File: src/rtl/ks_adder_arbiter_if.sv
// ---------------------------------------------------------------------------
// ks_adder_arbiter_if
// Bundle of every non-clock signal of ks_adder_arbiter: the requester side
// (req/operands/gnt/rsp_*), the shared adder side (add_* in both directions)
// and the inflight count.
//
// Handshake semantics (one place, applies to the whole bundle):
//   * req[i]/gnt[i] is a valid/ready pair. Requester i raises req[i] with
//     req_a/req_b/req_cin stable and keeps them stable until it sees gnt[i]
//     high at a rising CLK edge; that edge is the transfer. gnt is
//     combinational from req in the same cycle and is at most one-hot.
//   * rsp_valid is valid-only (no ready): a one-cycle pulse that the owner
//     named by rsp_id must consume in that cycle.
//
// Modports: slave  = arbiter view (used by ks_adder_arbiter)
//           master = environment view (requesters plus attached adder)
// Optional: KS_ARB_LOCK_EN adds the per-requester lock vector.
// ---------------------------------------------------------------------------
interface ks_adder_arbiter_if #(
  parameter int BW   = 32,
  parameter int NREQ = 4,
  parameter int LAT  = 2
);
  localparam int IDW = (NREQ > 1) ? $clog2(NREQ) : 1;
  localparam int IFW = $clog2(LAT + 2);

  logic [NREQ-1:0]    req;
  logic [NREQ*BW-1:0] req_a;
  logic [NREQ*BW-1:0] req_b;
  logic [NREQ-1:0]    req_cin;
  logic [NREQ-1:0]    gnt;
  logic [BW-1:0]      add_A;
  logic [BW-1:0]      add_B;
  logic               add_cin;
  logic [BW-1:0]      add_sum;
  logic               add_cout;
  logic               rsp_valid;
  logic [IDW-1:0]     rsp_id;
  logic [BW-1:0]      rsp_sum;
  logic               rsp_cout;
  logic [IFW-1:0]     inflight;

`ifdef KS_ARB_LOCK_EN
  logic [NREQ-1:0]    lock;

  modport slave (
    input  req, req_a, req_b, req_cin, lock, add_sum, add_cout,
    output gnt, add_A, add_B, add_cin, rsp_valid, rsp_id, rsp_sum, rsp_cout,
           inflight
  );
  modport master (
    output req, req_a, req_b, req_cin, lock, add_sum, add_cout,
    input  gnt, add_A, add_B, add_cin, rsp_valid, rsp_id, rsp_sum, rsp_cout,
           inflight
  );
`else
  modport slave (
    input  req, req_a, req_b, req_cin, add_sum, add_cout,
    output gnt, add_A, add_B, add_cin, rsp_valid, rsp_id, rsp_sum, rsp_cout,
           inflight
  );
  modport master (
    output req, req_a, req_b, req_cin, add_sum, add_cout,
    input  gnt, add_A, add_B, add_cin, rsp_valid, rsp_id, rsp_sum, rsp_cout,
           inflight
  );
`endif
endinterface

File: src/rtl/ks_adder_arbiter.sv
// ---------------------------------------------------------------------------
// ks_adder_arbiter
// Round-robin arbiter/sequencer sharing one pipelined Kogge-Stone adder
// (LAT internal register stages) among NREQ requesters. One operation is
// accepted per cycle; operands are registered toward the adder and the
// requester ID rides a LAT+1 deep tag pipe so that the registered result
// comes back as a one-cycle rsp_valid pulse LAT+1 edges after acceptance.
//
// Ports:
//   CLK     in   rising-edge clock
//   RESETn  in   asynchronous active-low reset (clears in-flight work)
//   bus     slave modport of ks_adder_arbiter_if:
//           req/req_a/req_b/req_cin in, gnt out (combinational, one-hot)
//           add_A/add_B/add_cin out (registered), add_sum/add_cout in
//           rsp_valid/rsp_id/rsp_sum/rsp_cout out (registered)
//           inflight out: operations issued but not yet responded
//
// Optional feature macro: KS_ARB_LOCK_EN (bus.lock input; a locked grantee
// keeps the grant for up to 8 consecutive cycles).
// ---------------------------------------------------------------------------
module ks_adder_arbiter #(
  parameter int BW   = 32,
  parameter int NREQ = 4,
  parameter int LAT  = 2
) (
  input  logic              CLK,
  input  logic              RESETn,
  ks_adder_arbiter_if.slave bus
);
  localparam int IDW = (NREQ > 1) ? $clog2(NREQ) : 1;
  localparam int IFW = $clog2(LAT + 2);

  logic [IDW-1:0] ptr_q, ptr_d;
  logic [IDW-1:0] gidx;
  logic           issue;
  logic [IDW:0]   scan;
  logic [NREQ-1:0] gnt_c;

  logic [BW-1:0]  add_a_q, add_b_q;
  logic           add_cin_q;

  // Tag pipe: stage 0 is loaded at the accept edge, stage LAT is the tail.
  logic [LAT:0]   tag_vld_q;
  logic [IDW-1:0] tag_id_q [LAT+1];

  logic           rsp_valid_q;
  logic [IDW-1:0] rsp_id_q;
  logic [BW-1:0]  rsp_sum_q;
  logic           rsp_cout_q;
  logic [IFW-1:0] inflight_q, inflight_d;
  logic           rsp_fire;

`ifdef KS_ARB_LOCK_EN
  logic           last_vld_q;
  logic [IDW-1:0] last_id_q;
  logic [3:0]     lock_cnt_q, lock_cnt_d;
  logic           locked;

  // The previous grantee keeps the bus while it still requests and locks,
  // but never for more than 8 consecutive grants.
  assign locked = last_vld_q && bus.lock[last_id_q] && bus.req[last_id_q] &&
                  (lock_cnt_q < 4'd8);
`endif

  always_comb begin
    issue = 1'b0;
    gidx  = '0;
    ptr_d = ptr_q;
    scan  = '0;
    gnt_c = '0;
    // Scan ptr, ptr+1, ... modulo NREQ; the first requester found wins.
    for (int k = 0; k < NREQ; k++) begin
      scan = {1'b0, ptr_q} + (IDW+1)'(k);
      if (scan >= (IDW+1)'(NREQ)) scan = scan - (IDW+1)'(NREQ);
      if (!issue && bus.req[scan[IDW-1:0]]) begin
        issue = 1'b1;
        gidx  = scan[IDW-1:0];
      end
    end
    if (issue) ptr_d = (gidx == IDW'(NREQ - 1)) ? '0 : gidx + IDW'(1);
`ifdef KS_ARB_LOCK_EN
    if (locked) begin
      issue = 1'b1;
      gidx  = last_id_q;
      ptr_d = ptr_q;
    end
    if (!issue)                             lock_cnt_d = '0;
    else if (last_vld_q && gidx == last_id_q)
      lock_cnt_d = (lock_cnt_q == 4'hF) ? lock_cnt_q : lock_cnt_q + 4'd1;
    else                                    lock_cnt_d = 4'd1;
`endif
    gnt_c[gidx] = issue;
  end

  assign rsp_fire = tag_vld_q[LAT];

  always_comb begin
    inflight_d = inflight_q;
    case ({issue, rsp_fire})
      2'b10:   inflight_d = inflight_q + IFW'(1);
      2'b01:   inflight_d = inflight_q - IFW'(1);
      default: inflight_d = inflight_q;
    endcase
  end

  always_ff @(posedge CLK or negedge RESETn) begin
    if (!RESETn) begin
      ptr_q       <= '0;
      add_a_q     <= '0;
      add_b_q     <= '0;
      add_cin_q   <= 1'b0;
      tag_vld_q   <= '0;
      for (int s = 0; s <= LAT; s++) tag_id_q[s] <= '0;
      rsp_valid_q <= 1'b0;
      rsp_id_q    <= '0;
      rsp_sum_q   <= '0;
      rsp_cout_q  <= 1'b0;
      inflight_q  <= '0;
`ifdef KS_ARB_LOCK_EN
      last_vld_q  <= 1'b0;
      last_id_q   <= '0;
      lock_cnt_q  <= '0;
`endif
    end else begin
      ptr_q <= ptr_d;
      if (issue) begin
        add_a_q   <= bus.req_a[int'(gidx)*BW +: BW];
        add_b_q   <= bus.req_b[int'(gidx)*BW +: BW];
        add_cin_q <= bus.req_cin[gidx];
      end
      tag_vld_q   <= {tag_vld_q[LAT-1:0], issue};
      tag_id_q[0] <= gidx;
      for (int s = LAT; s > 0; s--) tag_id_q[s] <= tag_id_q[s-1];
      rsp_valid_q <= rsp_fire;
      if (rsp_fire) begin
        rsp_id_q   <= tag_id_q[LAT];
        rsp_sum_q  <= bus.add_sum;
        rsp_cout_q <= bus.add_cout;
      end
      inflight_q <= inflight_d;
`ifdef KS_ARB_LOCK_EN
      last_vld_q <= issue;
      last_id_q  <= gidx;
      lock_cnt_q <= lock_cnt_d;
`endif
    end
  end

  // Grants are suppressed while reset is asserted.
  assign bus.gnt       = RESETn ? gnt_c : '0;
  assign bus.add_A     = add_a_q;
  assign bus.add_B     = add_b_q;
  assign bus.add_cin   = add_cin_q;
  assign bus.rsp_valid = rsp_valid_q;
  assign bus.rsp_id    = rsp_id_q;
  assign bus.rsp_sum   = rsp_sum_q;
  assign bus.rsp_cout  = rsp_cout_q;
  assign bus.inflight  = inflight_q;

endmodule

File: src/flat_wrapper.sv
// flat-port wrapper written by rule: the top's interface ports become plain ports
module ks_adder_arbiter_flat 
#(
  parameter int BW   = 32,
  parameter int NREQ = 4,
  parameter int LAT  = 2
)
  (CLK, RESETn, bus_req, bus_req_a, bus_req_b, bus_req_cin, bus_add_sum, bus_add_cout, bus_gnt, bus_add_A, bus_add_B, bus_add_cin, bus_rsp_valid, bus_rsp_id, bus_rsp_sum, bus_rsp_cout, bus_inflight);
  ks_adder_arbiter_if #(.BW(BW), .NREQ(NREQ), .LAT(LAT)) bus_i ();
  input  logic CLK;
  input  logic RESETn;
  input wire logic [$bits(bus_i.req)-1:0] bus_req;
  input wire logic [$bits(bus_i.req_a)-1:0] bus_req_a;
  input wire logic [$bits(bus_i.req_b)-1:0] bus_req_b;
  input wire logic [$bits(bus_i.req_cin)-1:0] bus_req_cin;
  input wire logic [$bits(bus_i.add_sum)-1:0] bus_add_sum;
  input wire logic [$bits(bus_i.add_cout)-1:0] bus_add_cout;
  output wire logic [$bits(bus_i.gnt)-1:0] bus_gnt;
  output wire logic [$bits(bus_i.add_A)-1:0] bus_add_A;
  output wire logic [$bits(bus_i.add_B)-1:0] bus_add_B;
  output wire logic [$bits(bus_i.add_cin)-1:0] bus_add_cin;
  output wire logic [$bits(bus_i.rsp_valid)-1:0] bus_rsp_valid;
  output wire logic [$bits(bus_i.rsp_id)-1:0] bus_rsp_id;
  output wire logic [$bits(bus_i.rsp_sum)-1:0] bus_rsp_sum;
  output wire logic [$bits(bus_i.rsp_cout)-1:0] bus_rsp_cout;
  output wire logic [$bits(bus_i.inflight)-1:0] bus_inflight;
  assign bus_i.req = bus_req;
  assign bus_i.req_a = bus_req_a;
  assign bus_i.req_b = bus_req_b;
  assign bus_i.req_cin = bus_req_cin;
  assign bus_i.add_sum = bus_add_sum;
  assign bus_i.add_cout = bus_add_cout;
  assign bus_gnt = bus_i.gnt;
  assign bus_add_A = bus_i.add_A;
  assign bus_add_B = bus_i.add_B;
  assign bus_add_cin = bus_i.add_cin;
  assign bus_rsp_valid = bus_i.rsp_valid;
  assign bus_rsp_id = bus_i.rsp_id;
  assign bus_rsp_sum = bus_i.rsp_sum;
  assign bus_rsp_cout = bus_i.rsp_cout;
  assign bus_inflight = bus_i.inflight;
  ks_adder_arbiter #(.BW(BW), .NREQ(NREQ), .LAT(LAT)) u_core (.CLK(CLK), .RESETn(RESETn), .bus(bus_i));
endmodule
File: config.mk
export PLATFORM = sky130hd
export DESIGN_NAME = ks_adder_arbiter_flat
export DESIGN_NICKNAME = d
export VERILOG_FILES = /design/src/rtl/ks_adder_arbiter_if.sv /design/src/rtl/ks_adder_arbiter.sv /design/src/flat_wrapper.sv
export SDC_FILE = /design/constraint.sdc
export NUM_CORES = 1
export LEC_CHECK = 0
export CAP_MARGIN = 0
export CORE_AREA = 4 4 155 157
export DETAILED_ROUTE_END_ITERATION = 8
export DIE_AREA = 0 0 159 161
export PLACE_DENSITY = 0.74
export SYNTH_ARGS = -nofsm -noshare
export SYNTH_HDL_FRONTEND = slang
export SYNTH_SLANG_ARGS = --single-unit
File: constraint.sdc
create_clock -name CLK -period 3.1 [get_ports CLK]
set_clock_uncertainty 0.1 [all_clocks]
set_input_delay 0.775 -clock CLK [delete_from_list [all_inputs] [get_ports CLK]]
set_output_delay 0.775 -clock CLK [all_outputs]
set_load 0.05 [all_outputs]
* Word level (Yosys, flattened, before mapping) *
Cells that the tools add are included.

storage, ports and cells
  logic and storage cells = 74
  input bits = 299
  bits in registers = 114
  output and inout bits = 107

cells by class
  $add $sub $neg = 10
  order comparisons = 10
  muxes and demuxes = 27
  eq/ne operators = 3
  reduce and logical (&&, ||, !) cells = 8
  bitwise logic cells = 1
  shifts and indexed selects = 2

operator list
  cell                 count
  $shiftx 128x8->32    2
  $mux 2               9
  $lt 2x3->1 const B   5
  $bmux 1 s2           5
  $mux 1               10
  $sub 2x1->2 const B  5
  $ge 3x3->1 const B   3
  $add 2x2->3 const B  2
  $add 2x1->2 const B  2
  $and 4x4->4          1
  $eq 2x2->1 const B   2
  $logic_and 1x1->1    4
  $mux 4               1
  $pmux 2 s2           1
  $add 2x1->3 const B  1
  $ge 2x3->1 const B   1
  $logic_not 1->1      3
  $demux 1 s2          1
  $eq 2x1->1 const B   1
  $ge 2x1->1 const B   1
  $reduce_bool 2->1    1

* Depth between registers and ports, before layout *
  word-level depth = 20
  depth in mapped cells = 10

* Least setup slack after synthesis *
Ideal clock, no wire load.

  path kind = in2out
  from = input port bus_req[0]
  to = output port bus_gnt[1]
  stages on the path = 6
  slack = -671 ps
  buffers on the path = 3
  data arrival time = 2896 ps
  cell sequence = nor2b_2 buf_2 a221o_1 buf_2 buf_6 nor3_1

between the ends
  word-level cells in the longest chain between the ends = 18
  elaborated cells between the ends (all ways) = 29

RTL lines
  what                                                                   RTL line                 text
  start, declared                                                        flat_wrapper.sv:12       input wire logic [$bits(bus_i.req)-1:0] bus_req;
  $bmux 1 s2                                                             ks_adder_arbiter.sv:75   if (!issue && bus.req[scan[IDW-1:0]]) begin
  $mux 1 (implied by the code)                                           ks_adder_arbiter.sv:75
  $mux 1                                                                 ks_adder_arbiter.sv:75
  $logic_not 1->1                                                        ks_adder_arbiter.sv:75
  $logic_and 1x1->1                                                      ks_adder_arbiter.sv:75
  $mux 1                                                                 ks_adder_arbiter.sv:75
  $logic_not 1->1                                                        ks_adder_arbiter.sv:75
  $logic_and 1x1->1                                                      ks_adder_arbiter.sv:75
  [2 not listed]                                                         n/a
  $logic_and 1x1->1                                                      ks_adder_arbiter.sv:75
  $mux 2                                                                 ks_adder_arbiter.sv:75
  $lt 2x3->1 (implied by the code) / $ge 2x1->1 (equally long branches)  ks_adder_arbiter.sv:92   gnt_c[gidx] = issue;
  $logic_and 1x1->1 (implied by the code)                                ks_adder_arbiter.sv:92
  $mux 1 (implied by the code)                                           ks_adder_arbiter.sv:92
  $demux 1 s2                                                            n/a
  $and 4x4->4 (no source line) *                                         n/a
  $mux 4 *                                                               ks_adder_arbiter.sv:150  assign bus.gnt = RESETn ? gnt_c : '0;
  end, declared                                                          flat_wrapper.sv:18       output wire logic [$bits(bus_i.gnt)-1:0] bus_gnt;

Every way passes the cells marked *; elsewhere a longest branch is shown, timed or not. The select of a mux whose other input is x is not followed.

* Worst setup path after layout *
  from = input port bus_req[1]
  to = output port bus_gnt[3]

Same word-level chain as after synthesis.

==> results.rst <==
.. list-table::
   :header-rows: 1

   * - Metric
     - Value
   * - TritonCTS clock tree
     - yes
   * - DR vias
     - just over 9000
   * - Area enclosed by the die boundary
     - approximately 26000 um2
   * - Data required, critical path
     - ~2.2 ns
   * - Final total power
     - between 10 and 15 mW
   * - Critical path's largest stage delay
     - between 0.4 and 0.5 ns
   * - Initial detailed-routing violation count
     - roughly 560
   * - Max transition margin
     - between 30% and 40%
   * - Slowest cell on crit path
     - sky130_fd_sc_hd__a221o_2
   * - Number of H-tree levels
     - 4
   * - CP arrival
     - 2.16 ns
   * - Post-detailed-routing wire length
     - between 30000 and 40000 um
   * - Detailed-routing iteration count for the pre-antenna-repair pass
     - 5
   * - Clock Pin Slew Worst Setup and Hold Paths
     - 0.06 ns
   * - Depth of the most critical reg-to-reg path
     - 7
   * - Die span in x
     - roughly 160 um
   * - Via count of the first global-routing pass
     - 9368
   * - CP Max Fanout
     - 5
   * - Setup Viol. Count Final
     - 0
   * - Peak supply drop
     - 0.562 mV
   * - Standard cell area after detailed placement
     - roughly 13000 um2
   * - FF+latch count, synth
     - roughly 110
   * - Commonest non-fill, non-tap cell in the layout
     - sky130_fd_sc_hd__clkdlybuf4s50_1
   * - Core region area
     - about 23000 um2
   * - Post-Synthesis Net Count
     - ~1200
   * - Slack of the worst reg-to-reg path
     - ~0.62 ns
   * - Finished layout cell area
     - roughly 13000 um2
   * - Period Utilization, post-route
     - ~98%
   * - Worst min path class
     - in -> async
   * - Synth warnings
     - 0
   * - Wire length of the first global-routing pass
     - approximately 54000 um
   * - Launch instance of the worst register-to-register path
     - u_core.ptr_q[1]
   * - Number of max-capacitance violations reported
     - 0
   * - Ports placed on the boundary
     - about 410
   * - Largest net degree at the start of global routing
     - between 60 and 70
   * - PnR worst setup slack
     - ~0.066 ns
   * - Top library cells by usage in the layout, fill and taps aside
     - sky130_fd_sc_hd__clkdlybuf4s50_1, sky130_fd_sc_hd__and2_1, sky130_fd_sc_hd__dfrtp_1, sky130_fd_sc_hd__nor3_1
   * - Root cell of the clock tree
     - sky130_fd_sc_hd__clkbuf_16
   * - PwrDens
     - around 800 nW/um2
   * - Critical Path Sink Type
     - output port
   * - Layout cell share with drive strength beyond 1
     - between 10% and 20%
   * - Endpoint of the lowest-slack register-to-register path
     - u_core.bus.add_A[11]
   * - Yosys top cell by area
     - sky130_fd_sc_hd__dfrtp_1
   * - Effective utilization at floorplan
     - 36.9%
   * - Initial antenna violation count
     - 3
   * - # DRC
     - 0
   * - Count of cell types in the netlist
     - 39
   * - Cell family contributing the most delay on the critical path
     - buffers and inverters
   * - DR vias/cell
     - between 6 and 7
   * - Final antenna-violating net count
     - 0
   * - Pre-CTS setup slack
     - -0.278 ns
   * - Unrepaired setup endpoints after global routing
     - false
   * - Hold Violations, Final
     - 0
   * - Clock tree buffer depth
     - 2
   * - Last weighted congestion value of the routability-driven placer
     - around 0.86
   * - Sequence of cells on the critical path
     - dlygate4sd2_1 -> buf_6 -> mux2i_4 -> a221o_2 -> inv_2 -> ha_1 -> and3_4 -> buf_8
   * - Type of element launching the critical path
     - input port
   * - Remaining global-route overflow
     - 0
   * - Actual transition at the worst max-transition pin
     - just over 0.9 ns
   * - Top cells by area in the synthesized netlist
     - sky130_fd_sc_hd__dfrtp_1, sky130_fd_sc_hd__and2_1, sky130_fd_sc_hd__a32o_1, sky130_fd_sc_hd__a211o_1, sky130_fd_sc_hd__o32ai_1
   * - WS Path Type
     - in -> out
   * - Outcome
     - finished, final reports clean
   * - Number of buffers added by the clock tree synthesis step
     - 17
   * - Half-perimeter wire length after placement
     - around 24000 um
   * - Clock latency of the later-clocked register in the worst-skew pair
     - roughly 0.42 ns
   * - Die H
     - ~160 um
   * - Number of nets in the finished design
     - between 1500 and 2000
   * - Fmax
     - ~330 MHz
   * - Time the worst path needs with I/O delays and setup
     - 3.03 ns
   * - Final slew viol count
     - 0
   * - Sinks on Clock Net
     - 114
   * - Top cell type's share of synthesized area
     - 34.4%
   * - Total Routing Usage GR
     - between 20% and 30%
   * - Sequential area share after synthesis
     - about 34%
   * - Leakage power
     - ~5.2 nW
   * - Number of port buffers
     - about 410
   * - Row count
     - 55
   * - Buffers plus inverters on the worst setup path
     - 4
   * - Mean area per synthesized cell
     - 9.51 um2
   * - Area Growth Syn to Fin
     - 60.7%
   * - Wirelength per Cell
     - 22.7 um
   * - Instance count of the mapped netlist
     - slightly below 900
   * - Post-Synthesis Cell Area
     - just over 8000 um2
-- synth_stat cells, drive strengths merged --
master	n
nor2	5
a21boi	67
a32o	65
a211oi	64
xor2	1
buf	44
o32ai	65
mux2i	2
nand2	4
o32a	1
mux2	35
and2	130
and3	1
a21o	1
nor2b	2
a211o	65
dfrtp	114
nor3b	2
inv	6
xnor2	2
a221o	1
a21oi	2
nor3	68
ha	2
nor4	64
clkbuf	53
a221oi	1
o21ai	3
o22a	1
o21a	2
-- worst reg2reg max path, delay by kind of cell, from the launching register on --
family                 cells  cell delay, ns
AO/OA/AOI/OAI              3            0.87
buffers and inverters      3            0.80
flip-flops                 1            0.49
AND/OR/NAND/NOR            1            0.08
-- what timing repair did --
action,CTS,global route
pin swaps,2,1
resized for setup,10,3
setup endpoints to repair,4,4
setup buffers,1,0
hold buffers,0,0
-- how the worst max path moves through the flow --
| stage | from | endpoint | slack, ns | cells past startpoint |
|---|---|---|---|---|
| floorplan | bus_req[1] | bus_gnt[0] | -0.07 | 6 |
| global placement | bus_req[0] | bus_gnt[3] | -0.24 | 7 |
| detailed placement | bus_req[0] | bus_gnt[0] | -0.28 | 8 |
| CTS | u_core.ptr_q[1] | bus_gnt[3] | 0.007 | 6 |
| global route | bus_req[1] | bus_gnt[0] | 0.0005 | 8 |
| finish | bus_req[1] | bus_gnt[3] | 0.07 | 8 |
-- power breakdown --
group,internal (mW),total (mW),switching (mW)
Combinational,2.44,6.47,4.03
Sequential,2.01,2.32,0.309
Clock,1.14,2.02,0.872
-- flip-flops by register name (all words and copies together) (netlist names) --
name / flops
u_core.tag_vld_q: 3
u_core.tag_id_q: 6
u_core.bus.rsp_cout: 1
u_core.bus.add_A: 32
u_core.bus.rsp_id: 2
u_core.ptr_q: 2
u_core.bus.inflight: 2
u_core.bus.add_cin: 1
u_core.bus.add_B: 32
u_core.bus.rsp_valid: 1
u_core.bus.rsp_sum: 32
-- metal layers --
| layer | vias up | GRT usage (%) | part of all wire (%) |
|---|---|---|---|
| met5 | - | 0 | 0 |
| met4 | 0 | 8.88 | 2.8 |
| met3 | 54 | 7.53 | 8.5 |
| met2 | 446 | 45.2 | 49 |
| met1 | 4567 | 31.4 | 39 |
| li1 | 4283 | - | - |
-- through the flow --
step | hold slack (ns) | utilization [%] | setup TNS (ns) | std cells
after floorplan | 0.231 | - | -0.173 | 873
after global placement | 0.233 | 56.5 | -2.35 | 1503
after detailed placement | 0.237 | 56.5 | -8.40 | 1503
after CTS | 0.0433 | 59.3 | 0 | 1536
after global routing | 0.0494 | 59.3 | 0 | 1539
final | 0.0599 | 59.3 | 0 | 1539
-- layout make-up --
| class | count | area, um2 |
|---|---|---|
| tap | 285 | 357 |
| clock inverter | 15 | 164 |
| timing repair buffer | 443 | 4480 |
| clock buffer | 17 | 425 |
| sequential | 114 | 2850 |
| antenna | 3 | 7.51 |
| fill | 2007 | 9160 |
| inverter | 6 | 22.5 |
| multi-input combinational | 656 | 5030 |
-- logic make-up (layout without fill, tap and decap cells) --
| family | after synthesis | in the layout | synth area share [%] |
|---|---|---|---|
| xor+xnor | 3 | 3 | 0.317 |
| compound gates | 338 | 338 | 34.4 |
| fa+ha+maj | 2 | 2 | 0.301 |
| buf+inv | 103 | 481 | 6.03 |
| mux | 37 | 37 | 4.99 |
| flops | 114 | 114 | 34.4 |
| simple gates | 276 | 276 | 19.6 |
| other cells | 0 | 3 | 0 |
Power figures use the tool's default switching activity.
==> patch 1 (config.mk and constraints unchanged) <==
`BW` is set to 32 in 3 places; all go to 28.
--- a/src/rtl/ks_adder_arbiter_if.sv
+++ b/src/rtl/ks_adder_arbiter_if.sv
@@ -19,3 +19,3 @@
 interface ks_adder_arbiter_if #(
-  parameter int BW   = 32,
+  parameter int BW   = 28,
   parameter int NREQ = 4,
--- a/src/rtl/ks_adder_arbiter.sv
+++ b/src/rtl/ks_adder_arbiter.sv
@@ -21,3 +21,3 @@
 module ks_adder_arbiter #(
-  parameter int BW   = 32,
+  parameter int BW   = 28,
   parameter int NREQ = 4,
--- a/src/flat_wrapper.sv
+++ b/src/flat_wrapper.sv
@@ -3,3 +3,3 @@
 #(
-  parameter int BW   = 32,
+  parameter int BW   = 28,
   parameter int NREQ = 4,
Interface: changed (6 resized); port bits go from 406 to 358. No check against the original RTL was run, so the function may have changed too.
==> patch 1 against the original RTL <==
- routed wire length shrank 39%
- setup slack gained 0.019 ns
- sequential share of layout area grew 4.6 points
- cell area shrank 26%
- sequential cell count shrank 12
- power shrank 27%
- fmax grew 0.64%
- synthesized area shrank 34%
- critical endpoint unchanged
==> patch 1: results (changes against the original RTL) <==
Status: finished, final reports clean
CP max stage delay: 0.30 ns (-0.12 ns)
Post-synthesis net count: 879 (-25%)
Number of CTS-inserted buffers: 9 (-8)
Final Wtd Congestion: 0.802 (-6.9%)
Synth cell count leaders: 234 x nand2_1, 102 x dfrtp_1, 61 x nor2_1
Initial antenna violation count: 0 (-3)
Critical Path AT: 2.14 ns (-0.02 ns)
Tot GR Track Use: 15.9% (-10 points)
Largest net degree at the start of global routing: 71 (+6.0%)
Clock-pin slew on the worst setup and hold paths: 0.08 ns (+0.02 ns)
GRT met1 Usage: 17.9% (-14 points)
Cells after synthesis: 614 (-30%)
WL final: 21400 µm (-39%)
GRT met3 Usage: 5.18% (-2.3 points)
Sequential area share after synthesis: 46.2% (+12 points)
CP max stage cell: mux2_4
Multi-input logic area: 0.00273 mm² (-46%)
Layout cells sized above 1: 12.3% (+1.8 points)
Via density: 4.71 (-23%)
Number of global-route vias before repair: 5841 (-38%)
Synth top area cells: dfrtp_1 46%, nand2_1 16%, a311oi_2 7.6%
Worst-skew pair later-pin latency: 0.34 ns (-0.08 ns)
Antenna diodes: 0 (-3)
Level count of the clock H-tree: 3 (-1)
Unique masters post-synth: 27 (-31%)
Fin cells: 1253 (-19%)
Nets: 1228 (-20%)
Worst slew margin: 38.3% (-0.96 points)
Initial drt markers: 290 (-49%)
-- patch 1: cell count changes in the layout (fill, tap and decap cells not counted), moves of 48 or more --
cell             before  now
o32ai_1              65    0
a21boi_0             49    0
a32o_1               65    0
nand2_1               2  233
a211o_1              65    0
and3_1                0   58
clkdlybuf4s50_1     396  348
a211oi_1             64    0
nor2_1                5   61
nor3_1               66    0
and2_1              130    0
nor4_1               64    0
-- patch 1: cells by family (layout without fill, tap and decap cells) --
kind of cell | count (synthesis) | count (layout) | share of synthesized area (%)
AO/OA/AOI/OAI | 67 | 67 | 13.9
XOR/XNOR | 3 | 3 | 0.476
adder cells (fa/ha/maj) | 2 | 2 | 0.453
buffers and inverters | 51 | 405 | 5.24
flip-flops | 102 | 102 | 46.2
multiplexers | 32 | 32 | 6.60
AND/OR/NAND/NOR | 357 | 357 | 27.1
-- patch 1: layout make-up --
class                           count  share of cell area, %
Clock buffer                       10                   2.33
Clock inverter                      6                  0.765
Inverter                            5                  0.217
Multi-Input combinational cell    461                   27.8
Sequential cell                   102                   26.0
Tap cell                          285                   3.63
Timing Repair Buffer              384                   39.2
-- patch 1: repair_timing --
action | in CTS | in global routing
endpoints found under the hold margin | 0 | 0
setup buffers | 5 | 0
cloned | 0 | 0
pin swaps | 2 | 0
setup endpoints to repair | 4 | 4
resized for setup | 10 | 3
-- patch 1: power by group through the flow --
stage / clock [mW] / combinational (mW) / sequential (mW)
global route: 1.31 / 4.89 / 2.13
floorplan: 0 / 1.46 / 3.56
finish: 1.20 / 4.65 / 2.07
global placement: 0 / 4.60 / 2.07
CTS: 1.25 / 4.68 / 2.07
detailed placement: 0 / 4.64 / 2.09
-- patch 1: critical path: cells and delay by family --
family | cells | cell delay (ns)
AO/OA/AOI/OAI | 1 | 0.21
multiplexers | 1 | 0.30
AND/OR/NAND/NOR | 1 | 0.15
adder cells (fa/ha/maj) | 1 | 0.19
buffers and inverters | 3 | 0.51
-- patch 1: worst paths after layout --
| kind | endpoint | slack [ns] | depth (start not counted) |
|---|---|---|---|
| setup / recovery | bus_gnt[3] | 0.09 | 7 |
| hold / removal | u_core.tag_id_q[1] | 0.24 | 0 |
| setup reg to reg | u_core.bus.add_B[22] | 0.66 | 9 |
| hold reg to reg | u_core.tag_id_q[1] | 0.24 | 0 |
| max in group asynchronous | u_core.bus.add_B[17] | 1.70 | 2 |
| min in group asynchronous | u_core.bus.rsp_id[0] | 0.39 | 2 |
-- patch 1: layer usage --
| metal | up-vias | wire, µm |
|---|---|---|
| met3 | 29 | 1620 |
| met5 | - | 0 |
| li1 | 2790 | - |
| met4 | 0 | 551 |
| met1 | 2809 | 8430 |
| met2 | 271 | 10800 |
==> patch 2 (config.mk and constraints unchanged) <==
Made on the original files. Reset style: synchronous (`RESETn`), changed in one clocked block. Comments in the files are not updated.
--- a/src/rtl/ks_adder_arbiter.sv
+++ b/src/rtl/ks_adder_arbiter.sv
@@ -105,3 +105,3 @@
 
-  always_ff @(posedge CLK or negedge RESETn) begin
+  always_ff @(posedge CLK) begin
     if (!RESETn) begin
Behaviour: differs if RESETn is asserted again (counterexample within 4 cycles, from zero or initial values and one cycle with RESETn low); with RESETn held inactive, the same outputs for 4 cycles.
==> patch 2 against the original RTL <==
- routed wire length shrank 26%
- first-iteration DRC count shrank 15%
- sequential cell count is the same
- synthesized area shrank 26%
- power shrank 36%
- cell area shrank 16%
- sequential share of layout area shrank 0.93 points
- setup slack lost 0.022 ns
- largest cell class is now non-clock buffers
==> patch 2: results (changes against the original RTL) <==
Nets: 1378 (-10%)
Synth cell count leaders: 131 x and3_1, 130 x a211oi_1, 114 x dfxtp_1
Area share of fa/ha/maj cells after synthesis: 0.409% (+0.11 points)
First-pass GRT wire length: 38600 µm (-28%)
CP max stage delay: 0.51 ns (+0.09 ns)
Fin cells: 1375 (-11%)
Largest net degree at the start of global routing: 77 (+15%)
P_leak: 4.24 nW (-19%)
CP delay by family, top: simple AND/OR/NAND/NOR gates
Post-Synth XOR/XNOR Area: 0.286% (-0.030 points)
Initial drt markers: 482 (-15%)
Reg2reg path depth: 6 (-1)
Seq. pwr: 1.83 mW (-21%)
CP max stage cell: or4_4
Critical path fanouts, max: 3 (-2)
Final Wtd Congestion: 0.858 (-0.37%)
Crit path time final: 3.06 ns (+0.0220 ns)
Antenna diodes: 0 (-3)
Layout cells sized above 1: 8.17% (-2.3 points)
Total placed cells including tap cells: 1342 (-11%)
WL final: 25800 µm (-26%)
Setup slack after placement: -0.380 ns (-0.102 ns)
Hold Slack: 0.323 ns (+0.263 ns)
GRT met3 Usage: 5.87% (-1.7 points)
Sequential area share after synthesis: 37.3% (+3.0 points)
DP Wirelength: 18900 µm (-21%)
Synth top area cells: dfxtp_1 37%, a211oi_1 16%, and3_1 13%
RR Endpoint: u_core.bus.add_B[12]
Critical path launch point: bus_req[2]
Crit Reg-Reg Startpoint: u_core.ptr_q[1]
Status: finished, final reports clean
Compound-Gate Fraction of Synth Area: 25.0% (-9.5 points)
Final Hold Vio Count: 0 (unchanged)
Worst slew margin: 44.1% (+4.8 points)
VDD IR-drop max: 0.340 mV (-40%)
Ys async rst share: 0% (-100 points)
Comb group: 3.03 mW (-53%)
Primary FF master, synth: dfxtp_1
Post-synthesis mux area share: 5.89% (+0.90 points)
Unique masters post-synth: 30 (-23%)
Post-synthesis net count: 1001 (-15%)
GRT met1 Usage: 22.1% (-9.4 points)
HP Class: reg2reg
Vias: 6834 (-27%)
Switch Pwr: 2.64 mW (-49%)
Worst-skew pair later-pin latency: 0.40 ns (-0.02 ns)
M2 GR Usage: 33.2% (-12 points)
Critical Path AT: 2.18 ns (+0.02 ns)
Initial antenna violation count: 0 (-3)
[patch 2: final cells by class]
cell class / instances / area [µm²]
Clock buffer: 18 / 439
Inverter: 2 / 7.51
Multi-Input combinational cell: 502 / 3440
Clock inverter: 14 / 179
Timing Repair Buffer: 440 / 4460
Sequential cell: 114 / 2280
Tap cell: 285 / 357
Fill cell: 2132 / 11300
[patch 2: repair_timing]
action                                  CTS  global route
resized for setup                        16             6
pin swaps                                 4             2
endpoints found under the setup margin    4             1
setup buffers                             1             0
[patch 2: routing by layer]
metal / vias to the layer above / share of wire [%]
li1: 3369 / -
met1: 3129 / 42
met2: 298 / 49
met3: 38 / 7.4
met4: 0 / 2.6
met5: - / 0
[patch 2: metrics by stage]
stage | power (mW) | area (µm²)
final | 6.91 | 11200
after global routing | 7.23 | 11200
after CTS | 6.99 | 11200
after detailed placement | 4.88 | 10500
after global placement | 4.85 | 10500
after floorplan | 3.66 | 6130
